## src/rtl/dbus_pkg.sv

```systemverilog
// dbus_pkg: shared definitions for the data-bus interconnect.
//   - Region map of the standard four-slave system (RAM, IO, timer, INTC).
//   - Transfer FSM state encoding used by dbus_xbar.
package dbus_pkg;

  localparam int RAM_BK  = 0;
  localparam int IO_BK   = 1;
  localparam int TMR_BK  = 2;
  localparam int INTC_BK = 3;

  typedef enum logic [1:0] {
    IDLE = 2'd0,
    WAIT = 2'd1,
    ERR  = 2'd2
  } state_e;

endpackage

```

## src/rtl/dbus_xbar_if.sv

```systemverilog
// dbus_xbar_if: CPU-side and slave-side signals of the data bus.
//   master : CPU load/store unit view (drives request, receives completion)
//   slave  : slave-region view (receives select/address/data, returns data/ready)
//   xbar   : interconnect view (bridges the two sides)
//   Signals: m_req/m_we/m_addr/m_din, m_gnt/m_rdy/m_dout/m_err,
//            s_sel/s_we/s_addr/s_din, s_dout (flattened NS*DW), s_rdy.
interface dbus_xbar_if
  import dbus_pkg::*;
#(
  parameter int DW  = 16,
  parameter int AW  = 16,
  parameter int BKW = 4,
  parameter int NS  = 4
);
  logic              m_req;
  logic              m_we;
  logic [AW-1:0]     m_addr;
  logic [DW-1:0]     m_din;
  logic              m_gnt;
  logic              m_rdy;
  logic [DW-1:0]     m_dout;
  logic              m_err;
  logic [NS-1:0]     s_sel;
  logic              s_we;
  logic [AW-BKW-1:0] s_addr;
  logic [DW-1:0]     s_din;
  logic [NS*DW-1:0]  s_dout;
  logic [NS-1:0]     s_rdy;

  modport master (output m_req, m_we, m_addr, m_din,
                  input  m_gnt, m_rdy, m_dout, m_err);

  modport slave  (input  s_sel, s_we, s_addr, s_din,
                  output s_dout, s_rdy);

  modport xbar   (input  m_req, m_we, m_addr, m_din, s_dout, s_rdy,
                  output m_gnt, m_rdy, m_dout, m_err, s_sel, s_we, s_addr, s_din);
endinterface

```

## src/rtl/dbus_rd_mux.sv

```systemverilog
// dbus_rd_mux: NS-way read-data / ready selector.
//   idx_i  : registered region index
//   dout_i : flattened slave read data, slave k at [k*DW +: DW]
//   rdy_i  : per-slave ready
//   dout_o / rdy_o : selected slave's data / ready; zero for idx_i >= NS
module dbus_rd_mux
  import dbus_pkg::*;
#(
  parameter int DW  = 16,
  parameter int BKW = 4,
  parameter int NS  = 4
) (
  input  logic [BKW-1:0]   idx_i,
  input  logic [NS*DW-1:0] dout_i,
  input  logic [NS-1:0]    rdy_i,
  output logic [DW-1:0]    dout_o,
  output logic             rdy_o
);

  always_comb begin
    dout_o = '0;
    rdy_o  = 1'b0;
    for (int k = 0; k < NS; k++) begin
      if (int'(idx_i) == k) begin
        dout_o = dout_i[k*DW +: DW];
        rdy_o  = rdy_i[k];
      end
    end
  end

endmodule

```

## src/rtl/dbus_xbar.sv

```systemverilog
// dbus_xbar: one CPU master fanned out to NS slave regions selected by
// m_addr[AW-1:AW-BKW]. Slaves complete with s_rdy (wait states allowed);
// unmapped regions and watchdog expiry complete with m_err.
//   clk, rst     : clock, synchronous active-high reset
//   bus (xbar)   : master request/completion and slave select/data signals
//   err_addr     : address of the most recent errored access
//   err_cnt      : saturating count of error completions
module dbus_xbar
  import dbus_pkg::*;
#(
  parameter int DW     = 16,
  parameter int AW     = 16,
  parameter int BKW    = 4,
  parameter int NS     = 4,
  parameter int TO_CYC = 16
) (
  input  logic          clk,
  input  logic          rst,
  dbus_xbar_if.xbar     bus,
  output logic [AW-1:0] err_addr,
  output logic [7:0]    err_cnt
);

  localparam int CW = (TO_CYC > 0) ? $clog2(TO_CYC + 1) : 1;

  state_e         state_q, state_d;
  logic [BKW-1:0] bk_q, bk_d;
  logic [CW-1:0]  cnt_q, cnt_d;
  logic [AW-1:0]  addr_q, addr_d;
  logic [AW-1:0]  err_addr_q, err_addr_d;
  logic [7:0]     err_cnt_q, err_cnt_d;

  logic [BKW-1:0] req_bk;
  logic           req_mapped;
  logic           accept;
  logic           gnt, rdy, err;
  logic [DW-1:0]  dout;
  logic           sel_rdy;
  logic [DW-1:0]  sel_dout;
  logic           timeout;
  logic [NS-1:0]  sel;

  assign req_bk     = bus.m_addr[AW-1:AW-BKW];
  assign req_mapped = int'(req_bk) < NS;

  dbus_rd_mux #(.DW(DW), .BKW(BKW), .NS(NS)) u_rd_mux (
    .idx_i  (bk_q),
    .dout_i (bus.s_dout),
    .rdy_i  (bus.s_rdy),
    .dout_o (sel_dout),
    .rdy_o  (sel_rdy)
  );

  // Ready on the same cycle as expiry wins: the slave's data is delivered.
  assign timeout = (TO_CYC > 0) && (state_q == WAIT) && !sel_rdy &&
                   (cnt_q == CW'(TO_CYC - 1));

  always_comb begin
    state_d    = state_q;
    bk_d       = bk_q;
    cnt_d      = cnt_q;
    addr_d     = addr_q;
    err_addr_d = err_addr_q;
    err_cnt_d  = err_cnt_q;
    gnt        = 1'b1;
    rdy        = 1'b0;
    err        = 1'b0;
    dout       = '0;
    accept     = 1'b0;

    unique case (state_q)
      IDLE: ;
      WAIT: begin
        if (sel_rdy) begin
          rdy     = 1'b1;
          dout    = sel_dout;
          state_d = IDLE;
        end else if (timeout) begin
          rdy        = 1'b1;
          err        = 1'b1;
          err_addr_d = addr_q;
          state_d    = IDLE;
        end else begin
          gnt   = 1'b0;
          cnt_d = cnt_q + CW'(1);
        end
      end
      ERR: begin
        rdy     = 1'b1;
        err     = 1'b1;
        state_d = IDLE;
      end
      default: state_d = IDLE;
    endcase

    // Reset cycles present the idle face and take no request.
    if (rst) begin
      gnt  = 1'b1;
      rdy  = 1'b0;
      err  = 1'b0;
      dout = '0;
    end

    accept = bus.m_req && gnt && !rst;

    if (accept) begin
      addr_d = bus.m_addr;
      if (req_mapped) begin
        state_d = WAIT;
        bk_d    = req_bk;
        cnt_d   = '0;
      end else begin
        state_d    = ERR;
        err_addr_d = bus.m_addr;
      end
    end

    if (err && (err_cnt_q != 8'hFF)) err_cnt_d = err_cnt_q + 8'd1;
  end

  always_comb begin
    sel = '0;
    for (int k = 0; k < NS; k++) begin
      if (accept && req_mapped && (int'(req_bk) == k)) sel[k] = 1'b1;
    end
  end

  always_ff @(posedge clk) begin
    if (rst) begin
      state_q    <= IDLE;
      bk_q       <= '0;
      cnt_q      <= '0;
      err_addr_q <= '0;
      err_cnt_q  <= '0;
    end else begin
      state_q    <= state_d;
      bk_q       <= bk_d;
      cnt_q      <= cnt_d;
      err_addr_q <= err_addr_d;
      err_cnt_q  <= err_cnt_d;
    end
  end

  always_ff @(posedge clk) begin
    addr_q <= addr_d;
  end

  assign bus.m_gnt  = gnt;
  assign bus.m_rdy  = rdy;
  assign bus.m_err  = err;
  assign bus.m_dout = dout;
  assign bus.s_sel  = sel;
  assign bus.s_we   = bus.m_we;
  assign bus.s_addr = bus.m_addr[AW-BKW-1:0];
  assign bus.s_din  = bus.m_din;
  assign err_addr   = err_addr_q;
  assign err_cnt    = err_cnt_q;

endmodule
```

## src/flat_wrapper.sv

```systemverilog
// flat-port wrapper written by rule: the top's interface ports become plain ports
module dbus_xbar_flat import dbus_pkg::*;
#(
  parameter int DW     = 16,
  parameter int AW     = 16,
  parameter int BKW    = 4,
  parameter int NS     = 4,
  parameter int TO_CYC = 16
)
  (clk, rst, err_addr, err_cnt, bus_m_req, bus_m_we, bus_m_addr, bus_m_din, bus_s_dout, bus_s_rdy, bus_m_gnt, bus_m_rdy, bus_m_dout, bus_m_err, bus_s_sel, bus_s_we, bus_s_addr, bus_s_din);
  dbus_xbar_if #(.DW(DW), .AW(AW), .BKW(BKW), .NS(NS)) bus_i ();
  input  logic clk;
  input  logic rst;
  output logic [AW-1:0] err_addr;
  output logic [7:0] err_cnt;
  input wire logic [$bits(bus_i.m_req)-1:0] bus_m_req;
  input wire logic [$bits(bus_i.m_we)-1:0] bus_m_we;
  input wire logic [$bits(bus_i.m_addr)-1:0] bus_m_addr;
  input wire logic [$bits(bus_i.m_din)-1:0] bus_m_din;
  input wire logic [$bits(bus_i.s_dout)-1:0] bus_s_dout;
  input wire logic [$bits(bus_i.s_rdy)-1:0] bus_s_rdy;
  output wire logic [$bits(bus_i.m_gnt)-1:0] bus_m_gnt;
  output wire logic [$bits(bus_i.m_rdy)-1:0] bus_m_rdy;
  output wire logic [$bits(bus_i.m_dout)-1:0] bus_m_dout;
  output wire logic [$bits(bus_i.m_err)-1:0] bus_m_err;
  output wire logic [$bits(bus_i.s_sel)-1:0] bus_s_sel;
  output wire logic [$bits(bus_i.s_we)-1:0] bus_s_we;
  output wire logic [$bits(bus_i.s_addr)-1:0] bus_s_addr;
  output wire logic [$bits(bus_i.s_din)-1:0] bus_s_din;
  assign bus_i.m_req = bus_m_req;
  assign bus_i.m_we = bus_m_we;
  assign bus_i.m_addr = bus_m_addr;
  assign bus_i.m_din = bus_m_din;
  assign bus_i.s_dout = bus_s_dout;
  assign bus_i.s_rdy = bus_s_rdy;
  assign bus_m_gnt = bus_i.m_gnt;
  assign bus_m_rdy = bus_i.m_rdy;
  assign bus_m_dout = bus_i.m_dout;
  assign bus_m_err = bus_i.m_err;
  assign bus_s_sel = bus_i.s_sel;
  assign bus_s_we = bus_i.s_we;
  assign bus_s_addr = bus_i.s_addr;
  assign bus_s_din = bus_i.s_din;
  dbus_xbar #(.DW(DW), .AW(AW), .BKW(BKW), .NS(NS), .TO_CYC(TO_CYC)) u_core (.clk(clk), .rst(rst), .bus(bus_i), .err_addr(err_addr), .err_cnt(err_cnt));
endmodule
```

## config.mk

```make
export PLATFORM = sky130hd
export DESIGN_NAME = dbus_xbar_flat
export DESIGN_NICKNAME = d
export VERILOG_FILES = /design/src/rtl/dbus_pkg.sv /design/src/rtl/dbus_xbar_if.sv /design/src/rtl/dbus_rd_mux.sv /design/src/rtl/dbus_xbar.sv /design/src/flat_wrapper.sv
export SDC_FILE = /design/constraint.sdc
export NUM_CORES = 1
export LEC_CHECK = 0
export ABC_AREA = 1
export CAP_MARGIN = 20
export CORE_ASPECT_RATIO = 0.9
export CORE_MARGIN = 3
export CORE_UTILIZATION = 36
export CTS_BUF_LIST = sky130_fd_sc_hd__clkbuf_2 sky130_fd_sc_hd__clkbuf_4 sky130_fd_sc_hd__clkbuf_8
export DETAILED_ROUTE_END_ITERATION = 12
export HOLD_SLACK_MARGIN = 0.03
export MAX_ROUTING_LAYER = met4
export PLACE_DENSITY = 0.79
export SYNTH_ARGS = -nofsm -noshare
export SYNTH_HDL_FRONTEND = slang
export SYNTH_HIERARCHICAL = 1
export SYNTH_SLANG_ARGS = --single-unit
```

## constraint.sdc

```tcl
create_clock -name clk -period 2.3 [get_ports clk]
set_clock_uncertainty 0.2 [all_clocks]
set_input_delay 0.23 -clock clk [delete_from_list [all_inputs] [get_ports clk]]
set_output_delay 0.23 -clock clk [all_outputs]
set_load 0.02 [all_outputs]
```

After elaboration in Yosys (flattened, before gate mapping)
Cells that the tools add are included.
{ "op_classes": {"addsub": 2, "n_lt_le_gt_ge": 1, "n_eq_ne": 12, "n_mux": 39, "n_reduce_logical": 17} }
{ "op_table": {"columns": ["op", "n"], "rows": [
  ["16-bit two-way mux", 12],
  ["5-bit two-way mux", 5],
  ["4-bit by 3-bit == test with 1-bit output (second input constant)", 4],
  ["1-bit two-way mux", 15],
  ["1-bit logical AND", 10],
  ["8-bit by 1-bit adder with 8-bit output (second input constant)", 1],
  ["4-bit by 2-bit == test with 1-bit output (second input constant)", 2],
  ["4-bit logical NOT", 2],
  ["2-bit two-way mux", 4],
  ["8-bit inequality test (second input constant)", 1],
  ["5-bit by 1-bit adder with 5-bit output (second input constant)", 1],
  ["5-bit by 4-bit == test with 1-bit output (second input constant)", 1],
  ["4-bit by 3-bit < comparator with 1-bit output (second input constant)", 1],
  ["4-bit by 1-bit inequality test with 1-bit output (second input constant)", 1],
  ["1-bit one-hot mux with 2 select lines", 2],
  ["2-bit one-hot mux with 2 select lines", 1],
  ["2-bit AND reduction", 2],
  ["2-bit by 1-bit == test with 1-bit output (second input constant)", 1],
  ["2-bit == test (second input constant)", 1],
  ["1-bit logical NOT", 2],
  ["2-bit logical NOT", 1],
  ["2-bit by 1-bit inequality test with 1-bit output (second input constant)", 1]
]} }
{ "totals": {"ff_bits": 51, "input_bits": 104, "out_inout_bits": 76} }

Depth between registers and ports, before layout
{ "depth": {"ltp_word": 17, "mapped_depth": 11, "mapped_depth_nobuf": 11} }

Hierarchy
The synthesis kept the hierarchy.
{ "by_module_without_submodules": {"columns": ["mod", "instances", "cells_each", "area_each_um2", "seq_area_each_um2"], "rows": [
  ["dbus_xbar", 1, 354, 2636.3, 1181.1],
  ["dbus_rd_mux", 1, 104, 566.8, 0.0]
]} }

Worst setup path before layout
Ideal clock, no wire load.
{ "synth_timing": {"path_type": "register to output", "start": "register u_core.bk_q[3]", "end": "output bus_s_sel[0]", "t_arrival_ps": 1850, "path_slack_ps": 20, "path_stages_with_launch": 11, "path_buffers": 1, "path_cell_list": "dfxtp_1 nor2_2 buf_2 nand3_1 nand4_1 nor2_1 nand2_2 nand2_1 nor2_2 inv_2 nor3_1"} }
{ "synth_between": {"elab_chain_len": 17, "elab_cells_between_ends": 20, "cone_classes": "3 x eq/ne; 9 x mux; 8 x reduce/logical"} }
{ "synth_lines": {"columns": ["item", "line", "rtl"], "rows": [
  ["start: declaration", "dbus_xbar.sv:27", "logic [BKW-1:0] bk_q, bk_d;"],
  ["start signal: assignment", "dbus_xbar.sv:137", "bk_q <= bk_d;"],
  ["4-bit logical NOT", "dbus_rd_mux.sv:24", "if (int'(idx_i) == k) begin"],
  ["1-bit two-way mux (3 in series)", "dbus_rd_mux.sv:24", null],
  ["1-bit two-way mux (*)", "dbus_rd_mux.sv:24", null],
  ["net u_core.sel_rdy", "dbus_xbar.sv:38", "logic sel_rdy;"],
  ["1-bit logical NOT", "dbus_xbar.sv:55", "assign timeout = (TO_CYC > 0) && (state_q == WAIT) && !sel_rdy &&"],
  ["1-bit logical AND (2 in series)", "dbus_xbar.sv:55", null],
  ["1-bit two-way mux", "dbus_xbar.sv:78", "end else if (timeout) begin"],
  ["1-bit two-way mux (*)", "dbus_xbar.sv:74", "if (sel_rdy) begin"],
  ["1-bit two-way mux (*)", "dbus_xbar.sv:71", "unique case (state_q)"],
  ["1-bit two-way mux (*)", "dbus_xbar.sv:97", "if (rst) begin"],
  ["1-bit logical AND (*) (2 in series)", "dbus_xbar.sv:104", "accept = bus.m_req && gnt && !rst;"],
  ["1-bit logical AND (*) (2 in series)", "dbus_xbar.sv:124", "if (accept && req_mapped && (int'(req_bk) == k)) sel[k] = 1'b1;"],
  ["1-bit two-way mux (*)", "dbus_xbar.sv:124", null],
  ["end: declaration", "flat_wrapper.sv:26", "output wire logic [$bits(bus_i.s_sel)-1:0] bus_s_sel;"]
]} }
The timed path passes the listed nets; every way through them passes the cells marked *.

Final worst setup path
{ "layout_timing": {"start": "register u_core.cnt_q[1]", "end": "output bus_s_sel[0]"} }
{ "layout_between": {"elab_chain_len": 11} }
{ "layout_lines": {"columns": ["item", "line", "rtl"], "rows": [
  ["start: declaration", "dbus_xbar.sv:28", "logic [CW-1:0] cnt_q, cnt_d;"],
  ["start signal: assignment", "dbus_xbar.sv:138", "cnt_q <= cnt_d;"],
  ["5-bit by 4-bit == test with 1-bit output", "dbus_xbar.sv:56", "(cnt_q == CW'(TO_CYC - 1));"],
  ["1-bit logical AND", "dbus_xbar.sv:55", null],
  ["1-bit two-way mux", "dbus_xbar.sv:78", null],
  ["1-bit two-way mux", "dbus_xbar.sv:74", null],
  ["1-bit two-way mux", "dbus_xbar.sv:71", null],
  ["1-bit two-way mux", "dbus_xbar.sv:97", null],
  ["1-bit logical AND (2 in series)", "dbus_xbar.sv:104", null],
  ["1-bit logical AND (2 in series)", "dbus_xbar.sv:124", null],
  ["1-bit two-way mux", "dbus_xbar.sv:124", null]
]} }
No other way between the ends.

==> metrics.md <==
| Metric | Value |
|---|---|
| P per Cell Area | `405 mW/mm^2` |
| Synth Instances | `458` |
| Share of cells above drive strength 1 | `17.2%` |
| Min Tclk post-route | `2270 ps` |
| Num CTS Buffers | `5` |
| Largest net degree at the start of global routing | `36` |
| Final slew viol count | `0` |
| EDFF count, synth | `16` |
| Syn-to-layout area delta | `52.6%` |
| Critical path peak fanout | `4` |
| Most common cell in the netlist | `nand3_1` |
| ANT nets after route | `0` |
| Sink Count | `51` |
| Setup CP Type | `flip-flop to primary output` |
| Final setup margin | `26.5 ps` |
| TritonCTS clock tree | `built` |
| Final Routed Wirelength | `10000 um` |
| Synth top area cells | `dfxtp_1, edfxtp_1, nand3_1` |
| RSZ-0062 raised after global routing | `yes` |
| Leading area contributor after synthesis | `dfxtp_1` |
| Util after Layout | `56.8%` |
| Hold Fails Final Rpt | `0` |
| Core ar. | `0.00861 sq mm` |
| Synth Cell Area | `0.00320 sq mm` |
| Syn Nets | `568` |
| Worst rel slew slack | `78.8%` |
| Sequential share of the synthesized area | `36.9%` |
| Clock Tree Root | `clkbuf_8` |
| Final hold slack | `260 ps` |
| Row count | `32` |
| Syn avg cell area | `6.99 sq um` |
| Critical path arrival | `1840 ps` |
| First-pass GRT wire length | `15600 um` |
| Static leakage | `2.06 nW` |
| Synth Warn # | `6` |
| Number of global-route vias before repair | `3314` |
| Worst skew pair latency | `310 ps` |
| Startpoint Class | `flip-flop` |
| Drt wl/cell | `14.0 um` |
| DRT iter0 DRCs | `158` |
| Die Y | `95.5 um` |
| Routability cong. | `0.881` |
| Hold crit path type | `input pin to primary output` |
| Die area | `0.0101 sq mm` |
| Vias/cell | `4.80` |
| Clock Path Buffers | `2` |
| CTS H-tree depth | `2` |
| Antenna cells | `0` |
| Gr ovfl total | `0` |
| First-pass DRT Iterations | `4` |
| Initial antenna violation count | `0` |
| Fmax achieved | `440 MHz` |
| Main synth FF type | `dfxtp_1` |
| Async set-or-reset flop fraction in the synthesized netlist | `0%` |
| Yosys top cell area share | `21.9%` |
| Total GRT Usage | `19.6%` |
| Max VDD drop | `0.282 mV` |
| Via Count | `3444` |
| Top post-synthesis cells by count | `nand3_1, nand2_1, nor2_1, inv_1` |
| Final instance area | `0.00489 sq mm` |
| Setup Slack @ Placement | `-305 ps` |
| Ports | `180` |
| Setup TNS | `0 ps` |
| Remaining DRCs | `0` |
| Status | `finished clean` |
| Tcrit/Tclk final | `98.8%` |
| Worst slew pin tran | `317 ps` |
| Crit end category | `primary output` |
| Max Cap Viol | `0` |
| CTS clk-pin slew, worst paths | `90 ps` |
| Starting Density | `37.2%` |
| Yosys cell types | `26` |
| Critical Path RT | `1870 ps` |
| Die span in x | `105 um` |
| Final Setup Violations | `0` |
| DP Wirelength | `7760 um` |
| Synth Register Bits | `51` |
| Nets | `707` |
| # port buffers | `145` |
| DP Area | `0.00474 sq mm` |
[cells in the final DEF (no fill, tap or decap), drive strengths merged]
| master | count |
|---|---|
| a21oi | 12 |
| and3 | 1 |
| buf | 58 |
| clkbuf | 6 |
| clkdlybuf4s50 | 122 |
| clkinv | 3 |
| dfxtp | 35 |
| edfxtp | 16 |
| ha | 6 |
| inv | 61 |
| nand2 | 70 |
| nand3 | 79 |
| nand4 | 17 |
| nor2 | 71 |
| nor3 | 8 |
| o21ai | 27 |
| xnor2 | 1 |
| xor2 | 5 |
[kinds of logic after synthesis]
kind of cell	after synthesis	share of synthesized area [%]
AND/OR/NAND/NOR	246	35.4
buffers and inverters	110	17.6
flip-flops	51	36.9
AO/OA/AOI/OAI	39	6.09
XOR/XNOR	6	1.64
adder cells (fa/ha/maj)	6	2.34
[layer usage]
layer	vias up	global-route usage (%)	wire length, um
met5	-	-	0
met4	0	7.21	293
met3	25	3.52	665
met2	143	37.0	5270
met1	1547	20.5	3820
li1	1729	-	-
[path summary, 6_finish.rpt]
path / end / from / slack, ps / cells past startpoint
setup / recovery: bus_s_sel[0] / u_core/cnt_q[1]$_SDFF_PP0_ / 30 / 11
hold / removal: bus_s_din[14] / bus_m_din[14] / 260 / 0
setup reg to reg: u_core/err_cnt[0]$_SDFFE_PP0P_ / u_core/bk_q[1]$_SDFFE_PP0P_ / 270 / 13
hold reg to reg: u_core/bk_q[2]$_SDFFE_PP0P_ / u_core/bk_q[2]$_SDFFE_PP0P_ / 270 / 2
[repair_timing]
action                                  in CTS  in global routing
gates resized for setup                     93                 49
setup buffers                                0                  5
endpoints found under the setup margin      23                 23
hold buffers                                 0                  0
pin swaps                                    2                 10
[power breakdown]
part / switching (mW) / leakage, nW / internal [mW]
Combinational: 0.208 / 1.58 / 0.267
Sequential: 0.0185 / 0.437 / 0.962
Clock: 0.308 / 0.0485 / 0.218
Total: 0.534 / 2.06 / 1.45
[flip-flops by register name (all words and copies together), names as in the netlist]
register and count:
u_core/cnt_q 5, u_core/bk_q 4, u_core/state_q 2, u_core/addr_q 16, u_core/err_addr 16, u_core/err_cnt 8
[critical path, cell delays in order, from the launching register on]
cell and delay, ps:
dfxtp_2 360, ha_4 140, nand2_2 50, nor2_2 100, ha_2 200, nor2_2 40
nand2_2 90, nand2_4 60, nor2_4 140, inv_2 60, nor3_2 150, buf_4 160
[stage by stage]
stage,instances,power (mW)
after floorplan,458,1.24
after global placement,705,1.46
after detailed placement,705,1.47
after CTS,713,1.99
after global routing,717,2.08
final,717,1.98
[layout make-up]
cell class,instances,area (sq um)
repair buffers,181,1700
well taps,119,149
flip-flops and latches,51,1190
fillers,817,3720
inverters,61,229
clock inverters,3,22.5
clock buffers,5,68.8
multi-input cells,297,1530
Note: power is estimated with default switching activity, not from simulation.
